==> src/rtl/pc_fetch_unit_pkg.sv <==
// Shared definitions for the PC fetch unit: PC-select codes from the branch unit.
// The optional misalignment trap is enabled by the PC_MISALIGN_TRAP_EN macro.
package pc_fetch_unit_pkg;

    localparam logic [1:0] PC_MUX_PC4     = 2'b00;
    localparam logic [1:0] PC_MUX_BRANCH  = 2'b01;
    localparam logic [1:0] PC_MUX_ALU_OUT = 2'b10;

    function automatic logic is_redirect(input logic [1:0] sel);
        return (sel == PC_MUX_BRANCH) || (sel == PC_MUX_ALU_OUT);
    endfunction

endpackage

==> src/rtl/pc_fetch_unit_pc_next_sel.sv <==
// Combinational next-PC selection: sequential PC, redirect target and redirect flag.
// With PC_MISALIGN_TRAP_EN defined it also reports a misaligned redirect target.
module pc_next_sel
    import pc_fetch_unit_pkg::*;
(
    input  logic [31:0] pc,
    input  logic [1:0]  branch,
    input  logic [31:0] branch_target,
    input  logic [31:0] alu_result,
    output logic [31:0] seq_pc,
    output logic [31:0] target,
    output logic        redirect
`ifdef PC_MISALIGN_TRAP_EN
    ,
    output logic        misaligned
`endif
);

    logic [31:0] raw_target;

    always_comb begin
        seq_pc = pc + 32'd4;
        case (branch)
            PC_MUX_BRANCH:  raw_target = branch_target;
            PC_MUX_ALU_OUT: raw_target = alu_result & ~32'd1;
            default:        raw_target = seq_pc;
        endcase
        redirect = is_redirect(branch);
        // Fetch addresses are always word aligned, whatever the source supplied.
        target   = raw_target & ~32'd3;
`ifdef PC_MISALIGN_TRAP_EN
        misaligned = redirect && (raw_target[1:0] != 2'b00);
`endif
    end

endmodule

==> src/rtl/pc_fetch_unit.sv <==
// PC generator and IF/ID register with instruction-memory request handshake and redirects.
// Optional sticky misalignment trap enabled by the PC_MISALIGN_TRAP_EN macro.
module pc_fetch_unit
    import pc_fetch_unit_pkg::*;
#(
    parameter logic [31:0] RESET_PC = 32'h0000_0000
) (
    input  logic        clk,
    input  logic        rst,
    input  logic [1:0]  branch,
    input  logic [31:0] branch_target,
    input  logic [31:0] alu_result,
    input  logic        stall,
    output logic        if_req,
    output logic [31:0] if_addr,
    input  logic        if_gnt,
    input  logic [31:0] if_rdata,
    output logic [31:0] id_pc,
    output logic [31:0] id_inst,
    output logic        id_valid,
    output logic        flush,
    output logic        misalign_trap
);

`ifdef PC_MISALIGN_TRAP_EN
    typedef enum logic [1:0] {BOOT, FETCH, REDIR_WAIT, TRAP} state_t;
`else
    typedef enum logic [1:0] {BOOT, FETCH, REDIR_WAIT} state_t;
`endif

    state_t      state;
    logic [31:0] pc;
    logic [31:0] redir_pc;
    logic [31:0] seq_pc;
    logic [31:0] target;
    logic        redirect;
`ifdef PC_MISALIGN_TRAP_EN
    logic        misaligned;
`endif

    pc_next_sel u_next_sel (
        .pc            (pc),
        .branch        (branch),
        .branch_target (branch_target),
        .alu_result    (alu_result),
        .seq_pc        (seq_pc),
        .target        (target),
        .redirect      (redirect)
`ifdef PC_MISALIGN_TRAP_EN
        ,
        .misaligned    (misaligned)
`endif
    );

    // The PC register only moves once a pending request is granted, so it is the fetch address.
    assign if_addr = pc;

`ifndef PC_MISALIGN_TRAP_EN
    assign misalign_trap = 1'b0;
`endif

    always_ff @(posedge clk or posedge rst) begin
        if (rst) begin
            state    <= BOOT;
            pc       <= RESET_PC;
            redir_pc <= 32'd0;
            if_req   <= 1'b0;
            id_pc    <= 32'd0;
            id_inst  <= 32'd0;
            id_valid <= 1'b0;
            flush    <= 1'b0;
`ifdef PC_MISALIGN_TRAP_EN
            misalign_trap <= 1'b0;
`endif
        end else begin
            flush <= 1'b0;
            case (state)
                BOOT: begin
                    state  <= FETCH;
                    if_req <= 1'b1;
                end
                FETCH: begin
`ifdef PC_MISALIGN_TRAP_EN
                    if (misaligned) begin
                        misalign_trap <= 1'b1;
                        id_valid      <= 1'b0;
                        flush         <= 1'b1;
                        if_req        <= 1'b0;
                        state         <= TRAP;
                    end else
`endif
                    if (redirect) begin
                        id_valid <= 1'b0;
                        if (if_gnt) begin
                            pc    <= target;
                            flush <= 1'b1;
                        end else begin
                            redir_pc <= target;
                            state    <= REDIR_WAIT;
                        end
                    end else if (!stall) begin
                        if (if_gnt) begin
                            pc       <= seq_pc;
                            id_pc    <= pc;
                            id_inst  <= if_rdata;
                            id_valid <= 1'b1;
                        end else begin
                            id_valid <= 1'b0;
                        end
                    end
                end
                REDIR_WAIT: begin
                    // The granted data belongs to the old address and is dropped; youngest redirect wins.
`ifdef PC_MISALIGN_TRAP_EN
                    if (misaligned) begin
                        misalign_trap <= 1'b1;
                        id_valid      <= 1'b0;
                        flush         <= 1'b1;
                        if_req        <= 1'b0;
                        state         <= TRAP;
                    end else
`endif
                    if (if_gnt) begin
                        pc       <= redirect ? target : redir_pc;
                        flush    <= 1'b1;
                        id_valid <= 1'b0;
                        state    <= FETCH;
                    end else if (redirect) begin
                        redir_pc <= target;
                    end
                end
                default: begin
                end
            endcase
        end
    end

endmodule
==> config.mk <==
export PLATFORM = sky130hd
export DESIGN_NAME = pc_fetch_unit
export DESIGN_NICKNAME = d
export VERILOG_FILES = /design/src/rtl/pc_fetch_unit_pkg.sv /design/src/rtl/pc_fetch_unit_pc_next_sel.sv /design/src/rtl/pc_fetch_unit.sv
export SDC_FILE = /design/constraint.sdc
export NUM_CORES = 1
export LEC_CHECK = 0
export ABC_AREA = 1
export CAP_MARGIN = 20
export CORE_AREA = 5 5 128 130
export CTS_CLUSTER_DIAMETER = 120
export CTS_CLUSTER_SIZE = 12
export DETAILED_ROUTE_END_ITERATION = 7
export DIE_AREA = 0 0 133 135
export GPL_TIMING_DRIVEN = 0
export PLACE_DENSITY = 0.83
export SLEW_MARGIN = 20
export SYNTH_ARGS = -nofsm -noshare
export SYNTH_HDL_FRONTEND = slang
export SYNTH_SLANG_ARGS = --single-unit
==> constraint.sdc <==
create_clock -name clk -period 13.23 [get_ports clk]
set_input_delay 2.646 -clock clk [delete_from_list [all_inputs] [get_ports clk]]
set_output_delay 2.646 -clock clk [all_outputs]
set_load 0.01 [all_outputs]
==> results of run 1 <==
## kinds of logic (layout without fill, tap and decap cells)
family	after synthesis	in the layout	share of synthesized area [%]
adder cells (fa/ha/maj)	7	7	1.314
flip-flops	133	133	49.92
multiplexers	34	34	5.742
buffers and inverters	98	325	6.042
AO/OA/AOI/OAI	137	137	11.39
other	1	1	0.05624
XOR/XNOR	6	6	0.7881
AND/OR/NAND/NOR	379	379	24.75
## layout make-up
class / instances / share of cell area (%)
Buffer: 34 / 1.725
Inverter: 64 / 2.627
Tap cell: 188 / 2.494
Clock inverter: 9 / 0.8623
Timing Repair Buffer: 197 / 21.09
Sequential cell: 133 / 35.29
Multi-Input combinational cell: 564 / 31.14
Clock buffer: 21 / 4.776
## metrics by stage
stage                     power (mW)  area (um^2)  cells
final                          2.089         9432   1210
after global routing           2.218         9432   1210
after CTS                      2.093         9432   1210
after detailed placement       1.654         8900   1180
after global placement         1.627         8865   1179
after floorplan                1.181         6668    795
## worst min path at each step
| stage | from | end | slack (ns) | cells past startpoint |
|---|---|---|---|---|
| after floorplan | redir_pc[12] | redir_pc[12] | 0.44 | 2 |
| after global placement | if_req | if_req | 0.45 | 1 |
| after detailed placement | if_req | if_req | 0.46 | 1 |
| after CTS | if_req | if_req | 0.47 | 1 |
| after global routing | if_req | if_req | 0.48 | 1 |
| final | if_req | if_req | 0.47 | 1 |
## state kept, by name, indices dropped and copies added, names as in the netlist
register and cells:
flush 1, id_inst 32, id_pc 32, id_valid 1, if_addr 32, if_req 1
redir_pc 32, state 2
## cells in the mapped netlist, types with 3 or more instances
library cell	count	area, um^2
a221o_1	3	30.03
xor2_1	6	52.55
nand2_1	244	915.9
o221ai_1	4	35.03
ha_1	7	87.58
nor2_4	6	67.56
nor3_1	4	20.02
a22o_1	3	26.28
nand3_1	51	255.2
nor2_1	45	168.9
nand2_2	6	37.54
o21ai_0	69	345.3
o211ai_1	4	30.03
inv_2	7	26.28
buf_2	19	95.09
clkbuf_1	11	41.29
or2_2	4	25.02
a31oi_1	10	62.56
mux2_2	34	382.9
dfrtp_1	133	3328
nand4_1	7	43.79
inv_1	56	210.2
a21oi_1	25	125.1
o21ai_1	15	75.07
buf_4	3	22.52
nand3_2	3	30.03
o21bai_1	3	22.52
nor2_2	5	31.28
## power groups by stage
stage	Sequential [mW]	Clock (mW)	Combinational, mW
finish	0.730	0.432	0.928
global route	0.752	0.453	1.01
global placement	0.721	0	0.906
CTS	0.726	0.436	0.931
detailed placement	0.731	0	0.923
floorplan	0.767	0	0.414
## per-layer routing
layer	GRT usage, %	vias up
met1	28.45	2958
met2	36.40	301
met5	0	-
li1	-	3042
met4	8.718	0
met3	5.216	42
==> results by group, run 1 <==
Setup path
  • Kind of end point of the critical path: flip-flop
  • Crit-path max cell delay: 0.49 ns
  • Reg2Reg Depth: 9
  • CP bufs+invs: 5
  • Crit path capture: redir_pc[27]
  • Critical path depth: 11
  • Setup crit start: branch[0]
  • Worst endpoint required time: about 14 ns
  • Worst-path maximum fanout: 10
  • Crit start category: input port
  • Critical path's slowest cell: clkdlybuf4s50_1
  • CP arrival: 4.76 ns
  • Worst path top cell family by delay: buffers and inverters
  • Worst reg2reg path endpoint: redir_pc[27]
  • Crit path cell chain: clkdlybuf4s50_1 > inv_1 > ha_1 > buf_4 > nand2_1 > inv_1 > buf_2 > a21oi_1 > nand2_1 > nand2_1 > nand2_1
  • Cell mode on critical path: nand2_1
  • Classification of the worst setup path: in2reg
  • Worst R2R Start: state[0]
  • R2R setup slack: approximately 11 ns

Layout
  • Commonest non-fill, non-tap cell in the layout: nand2_1
  • Post-layout util: a little over three fifths
  • Fillers: between 1000 and 1500
  • ANT cells: 0
  • Most frequent cells in the layout: nand2_1 (244), clkdlybuf4s50_1 (196), dfrtp_1 (133), o21ai_0 (69), inv_1 (55)
  • Final Net Count: about 1100
  • Area of the multi-input gates: 0.002937 mm^2
  • Layout cells sized above 1: 11.64%
  • Area Growth Syn to Fin: 41.45%
  • FF+latch area: 0.003328 mm^2

Synthesis
  • Syn Inst Count: 795
  • Number of synthesized flops with an enable pin: 0
  • Synth warn: 0
  • Register area share after synthesis: approximately 50%
  • Synthesized netlist net count: 904
  • Avg Inst Size Synth: 8.387 um^2
  • Yosys reg bits: 133
  • Commonest register cell after synthesis: dfrtp_1
  • Synth unique cells: 36
  • Synth Cell Area: 0.006668 mm^2
  • Post-synth ARST share: 100.0%

Pwr
  • Max VDD drop: 0.0001099 V
  • Total power per unit cell area: 221.5 mW/mm^2
  • Switching pwr: 0.8002 mW
  • Fraction of power spent switching nets: 38.30%
  • Clock power share: 20.7%
  • Internal: roughly 1.3 mW
  • LEAKAGE: 4.162 nW
  • Sequential share of power: 34.9%
  • Comb pwr share: 44.4%

STA
  • Crit share post-route: approximately 34%
  • Worst-Margin Slew: 0.6193 ns
  • Max Slew Vio Count: 0
  • Post-route setup TNS: 0 ns
  • Tmin final: about 4.4 ns
  • Max Freq: 224.8 MHz
  • Max_slew headroom: roughly three fifths
  • Final setup margin: 8.781 ns
  • Setup violations, final: 0
  • Final Hold Vio Count: 0
  • Final hold slack: 0.4668 ns
  • Final clock skew: 0.009321 ns
  • RSZ-0062 raised after global routing: no

Detailed routing
  • Final wirelength: around 20 mm
  • Met2 WL: 9.589 mm
  • WL/cell: 16.66 um
  • Pre-antenna DRT Iters: 5
  • Vias per cell: about 5.2
  • Initial DRC count: 558
  • Wire length on met1: 8.469 mm
  • ANT nets after route: 0
  • DRC viols: 0
  • Met3 WL: 1.635 mm
  • Routed via count: roughly 6300
  • Uppermost routed layer: met4

CTS
  • CTS Buf Count: 17
  • Cts repair resizes: 0
  • CTS tree: built
  • Max clock buf depth: 2
  • Max H-tree Level: 4
  • Worst skew pair latency: 0.42 ns
  • Clk pin slew, worst setup/hold paths: 0.06 ns
  • Number of setup buffers added after CTS: 0
  • Hold_buf cts: 0
  • Root buffer cell: clkbuf_16
  • CTS sink cnt: 133

Min path
  • HP Class: reg2reg

Place
  • Post-DP HPWL: 15.54 mm
  • DP Worst Slack: 8.381 ns
  • IO Port Bufs: 196
  • Gpl congestion: 0.9607

Floorplan
  • IO Pins: between 200 and 250
  • DIE AREA: about 0.018 mm^2
  • Die width: roughly 130 um
  • Initial core utilization: 44.35%
  • Core box area: 0.01503 mm^2
  • Core Rows: 45
  • Die height: 135 um

Global route
  • Total gr overflow: 0
  • First-pass GRT wire length: 31.37 mm
  • Pin count of the biggest net entering global routing: 105
  • Antenna violations before repair: 0
  • Tot GR Track Use: 22.16%
  • Vias in the first global route: 6075

Run
  • Max Cap Violations: 0

Run status
  • Status: completed
(Power assumes the default switching activity.)
==> run 2, diff against run 1 <==
--- a/config.mk
+++ b/config.mk
@@ -7,11 +7,11 @@
 export LEC_CHECK = 0
 export ABC_AREA = 1
 export CAP_MARGIN = 20
-export CORE_AREA = 5 5 128 130
+export CORE_AREA = 5 5 131 133
 export CTS_CLUSTER_DIAMETER = 120
 export CTS_CLUSTER_SIZE = 12
 export DETAILED_ROUTE_END_ITERATION = 7
-export DIE_AREA = 0 0 133 135
+export DIE_AREA = 0 0 136 138
 export GPL_TIMING_DRIVEN = 0
 export PLACE_DENSITY = 0.83
 export SLEW_MARGIN = 20
==> constraint.sdc (replaced) <==
create_clock -name clk -period 3.92 [get_ports clk]
set_input_delay 0.784 -clock clk [delete_from_list [all_inputs] [get_ports clk]]
set_output_delay 0.784 -clock clk [all_outputs]
set_load 0.01 [all_outputs]
==> run 2 against run 1 <==
Compared with the run above: cell area grew 1.3%; first-iteration DRC count rose by 19%; die area increased by 4.5%; routed wire length rose by 5.0%; register-to-register slack lost 9.4 ns; hold slack improved by 0.0034 ns; combinational power grew to 3.4 times the previous value.
==> results by group, run 2 (synthesized netlist as in run 1, its figures left out) <==
Run status
  • Status: completed

Layout
  • Most frequent cells in the layout: nand2_1 (244), clkdlybuf4s50_1 (196), dfrtp_1 (133), o21ai_0 (69), inv_1 (55)
  • Non-Filler Instances: 1242 (+2.6%)
  • ANT cells: 0 (unchanged)
  • Layout cells sized above 1: 11.99% (+0.34 points)
  • Commonest non-fill, non-tap cell in the layout: nand2_1
  • Area Growth Syn to Fin: 43.31%
  • Post-layout util: 60.81% (-1.9 points)
  • Cell area after layout: 0.009555 mm^2 (+1.3%)
  • Final Net Count: 1123 (+0.27%)
  • Fillers: 1327 (+7.4%)

Place
  • Post-DP HPWL: 16.50 mm (+6.2%)
  • IO Port Bufs: 196 (unchanged)
  • Gpl congestion: 0.9457 (-1.6%)
  • Placed Cells incl. Taps: 1211 (+2.6%)
  • Placed instance area: 0.008991 mm^2 (+1.0%)

Setup path
  • Classification of the worst setup path: in2reg
  • Crit path capture: redir_pc[26]
  • Worst R2R Start: state[0]
  • CP arrival: 2.95 ns (-1.81 ns)
  • Setup crit start: branch[0]
  • Crit start category: input port
  • R2R setup slack: 1.83 ns (-9.36 ns)
  • Reg2Reg Depth: 7 (-2)
  • Worst-path maximum fanout: 10 (unchanged)
  • Worst endpoint required time: 4.25 ns (-9.29 ns)
  • Kind of end point of the critical path: flip-flop
  • Worst reg2reg path endpoint: redir_pc[29]

Floorplan
  • IO Pins: 202 (unchanged)
  • Core box area: 0.01571 mm^2 (+4.5%)
  • Initial core utilization: 42.44% (-1.9 points)
  • DIE AREA: 0.01877 mm^2 (+4.5%)
  • Die height: 138 um (+2.2%)
  • Die width: 136 um (+2.3%)
  • Core Rows: 46 (+2.2%)

STA
  • Final clock skew: 0.01207 ns (+0.002746 ns)
  • Max_slew headroom: 59.81% (+1.1 points)
  • Setup violations, final: 0 (unchanged)
  • RSZ-0062 raised after global routing: no
  • Crit share post-route: 66.87%
  • Max Freq: 381.5 MHz
  • Final Hold Vio Count: 0 (unchanged)
  • Tmin final: 2.621 ns
  • Post-route setup TNS: 0 ns (unchanged)
  • Worst-Margin Slew: 0.6028 ns (-0.01654 ns)
  • Max Slew Vio Count: 0 (unchanged)

Global route
  • Antenna violations before repair: 0 (unchanged)
  • Pin count of the biggest net entering global routing: 35 (-67%)
  • Total gr overflow: 0 (unchanged)
  • First-pass GRT wire length: 33.27 mm (+6.1%)
  • Tot GR Track Use: 22.43% (+0.26 points)
  • Vias in the first global route: 6385 (+5.1%)

CTS
  • Cts repair resizes: 0 (unchanged)
  • Hold_buf cts: 0 (unchanged)
  • CTS Buf Count: 17 (unchanged)
  • CTS sink cnt: 133 (unchanged)
  • Root buffer cell: clkbuf_16
  • CTS tree: built
  • Worst skew pair latency: 0.42 ns (about the same)
  • Max H-tree Level: 4 (unchanged)
  • Clk pin slew, worst setup/hold paths: 0.06 ns (about the same)
  • Max clock buf depth: 2 (unchanged)
  • Number of setup buffers added after CTS: 0 (unchanged)

Detailed routing
  • DRC viols: 0 (unchanged)
  • Pre-antenna DRT Iters: 5 (unchanged)
  • ANT nets after route: 0 (unchanged)
  • Routed via count: 6394 (+0.80%)
  • Initial DRC count: 663 (+19%)
  • Final wirelength: 21.18 mm (+5.0%)
  • WL/cell: 17.05 um (+2.3%)
  • Vias per cell: 5.148 (-1.8%)

Pwr
  • Comb pwr share: 44.3% (about the same)
  • Max VDD drop: 0.0004022 V (+270%)
  • Internal: 4.415 mW (+240%)
  • Fraction of power spent switching nets: 38.54% (+0.24 points)
  • Final total power: 7.184 mW (+240%)
  • Sequential share of power: 34.6% (-0.3 points)
  • Switching pwr: 2.769 mW (+250%)
  • Total power per unit cell area: 751.9 mW/mm^2 (+240%)
  • LEAKAGE: 4.202 nW (+0.95%)
  • Clock power share: 21.2% (+0.5 points)

Run
  • Max Cap Violations: 0 (unchanged)

Min path
  • HP Class: reg2reg
run 2: worst min path at each step:
stage                         to    startpoint  depth (start not counted)
floorplan           redir_pc[12]  redir_pc[12]                          2
global placement          if_req        if_req                          1
detailed placement        if_req        if_req                          1
CTS                       if_req        if_req                          1
global route        redir_pc[19]  redir_pc[19]                          2
finish                    if_req        if_req                          1
run 2: layout make-up:
| type | instances | area, um^2 | share of cell area [%] |
|---|---|---|---|
| inverter | 64 | 244.0 | 2.553 |
| timing repair buffer | 200 | 2049 | 21.45 |
| buffer | 34 | 162.7 | 1.702 |
| sequential | 133 | 3328 | 34.83 |
| clock inverter | 7 | 72.57 | 0.7595 |
| clock buffer | 24 | 491.7 | 5.146 |
| tap | 216 | 270.3 | 2.828 |
| multi-input combinational | 564 | 2937 | 30.73 |
run 2: metrics by stage:
| stage | hold WS (ns) | worst slack (ns) |
|---|---|---|
| 6_report | 0.4702 | 1.299 |
| 5_1_grt | 0.4867 | 1.121 |
| 4_1_cts | 0.4711 | 1.314 |
| 3_5_place_dp | 0.4581 | 0.8876 |
| 3_3_place_gp | 0.4524 | 0.3131 |
| 2_1_floorplan | 0.4439 | 1.485 |
run 2: per-layer routing:
metal  up-vias  GRT usage (%)  wire [um]
met3        47          5.225       1705
met4         0          9.019        610
met2       309          36.64      10170
li1       3066              -          -
met1      2972          28.66       8694
met5         -              0          0
run 2: power by group through the flow:
stage                     clock network [mW]  logic, mW  registers [mW]
after detailed placement                   0       3.16            2.48
after global routing                    1.60       3.46            2.55
after global placement                     0       3.07            2.45
after CTS                               1.53       3.19            2.47
final                                   1.52       3.18            2.48
after floorplan                            0       1.40            2.59
run 2: worst max-delay path, stage by stage:
cell and delay [ns]:
clkdlybuf4s50_1 0.49, inv_1 0.05, ha_1 0.27, buf_4 0.17, inv_2 0.12, nor2_4 0.20, buf_1 0.40, nand3_1 0.25
a31oi_1 0.21
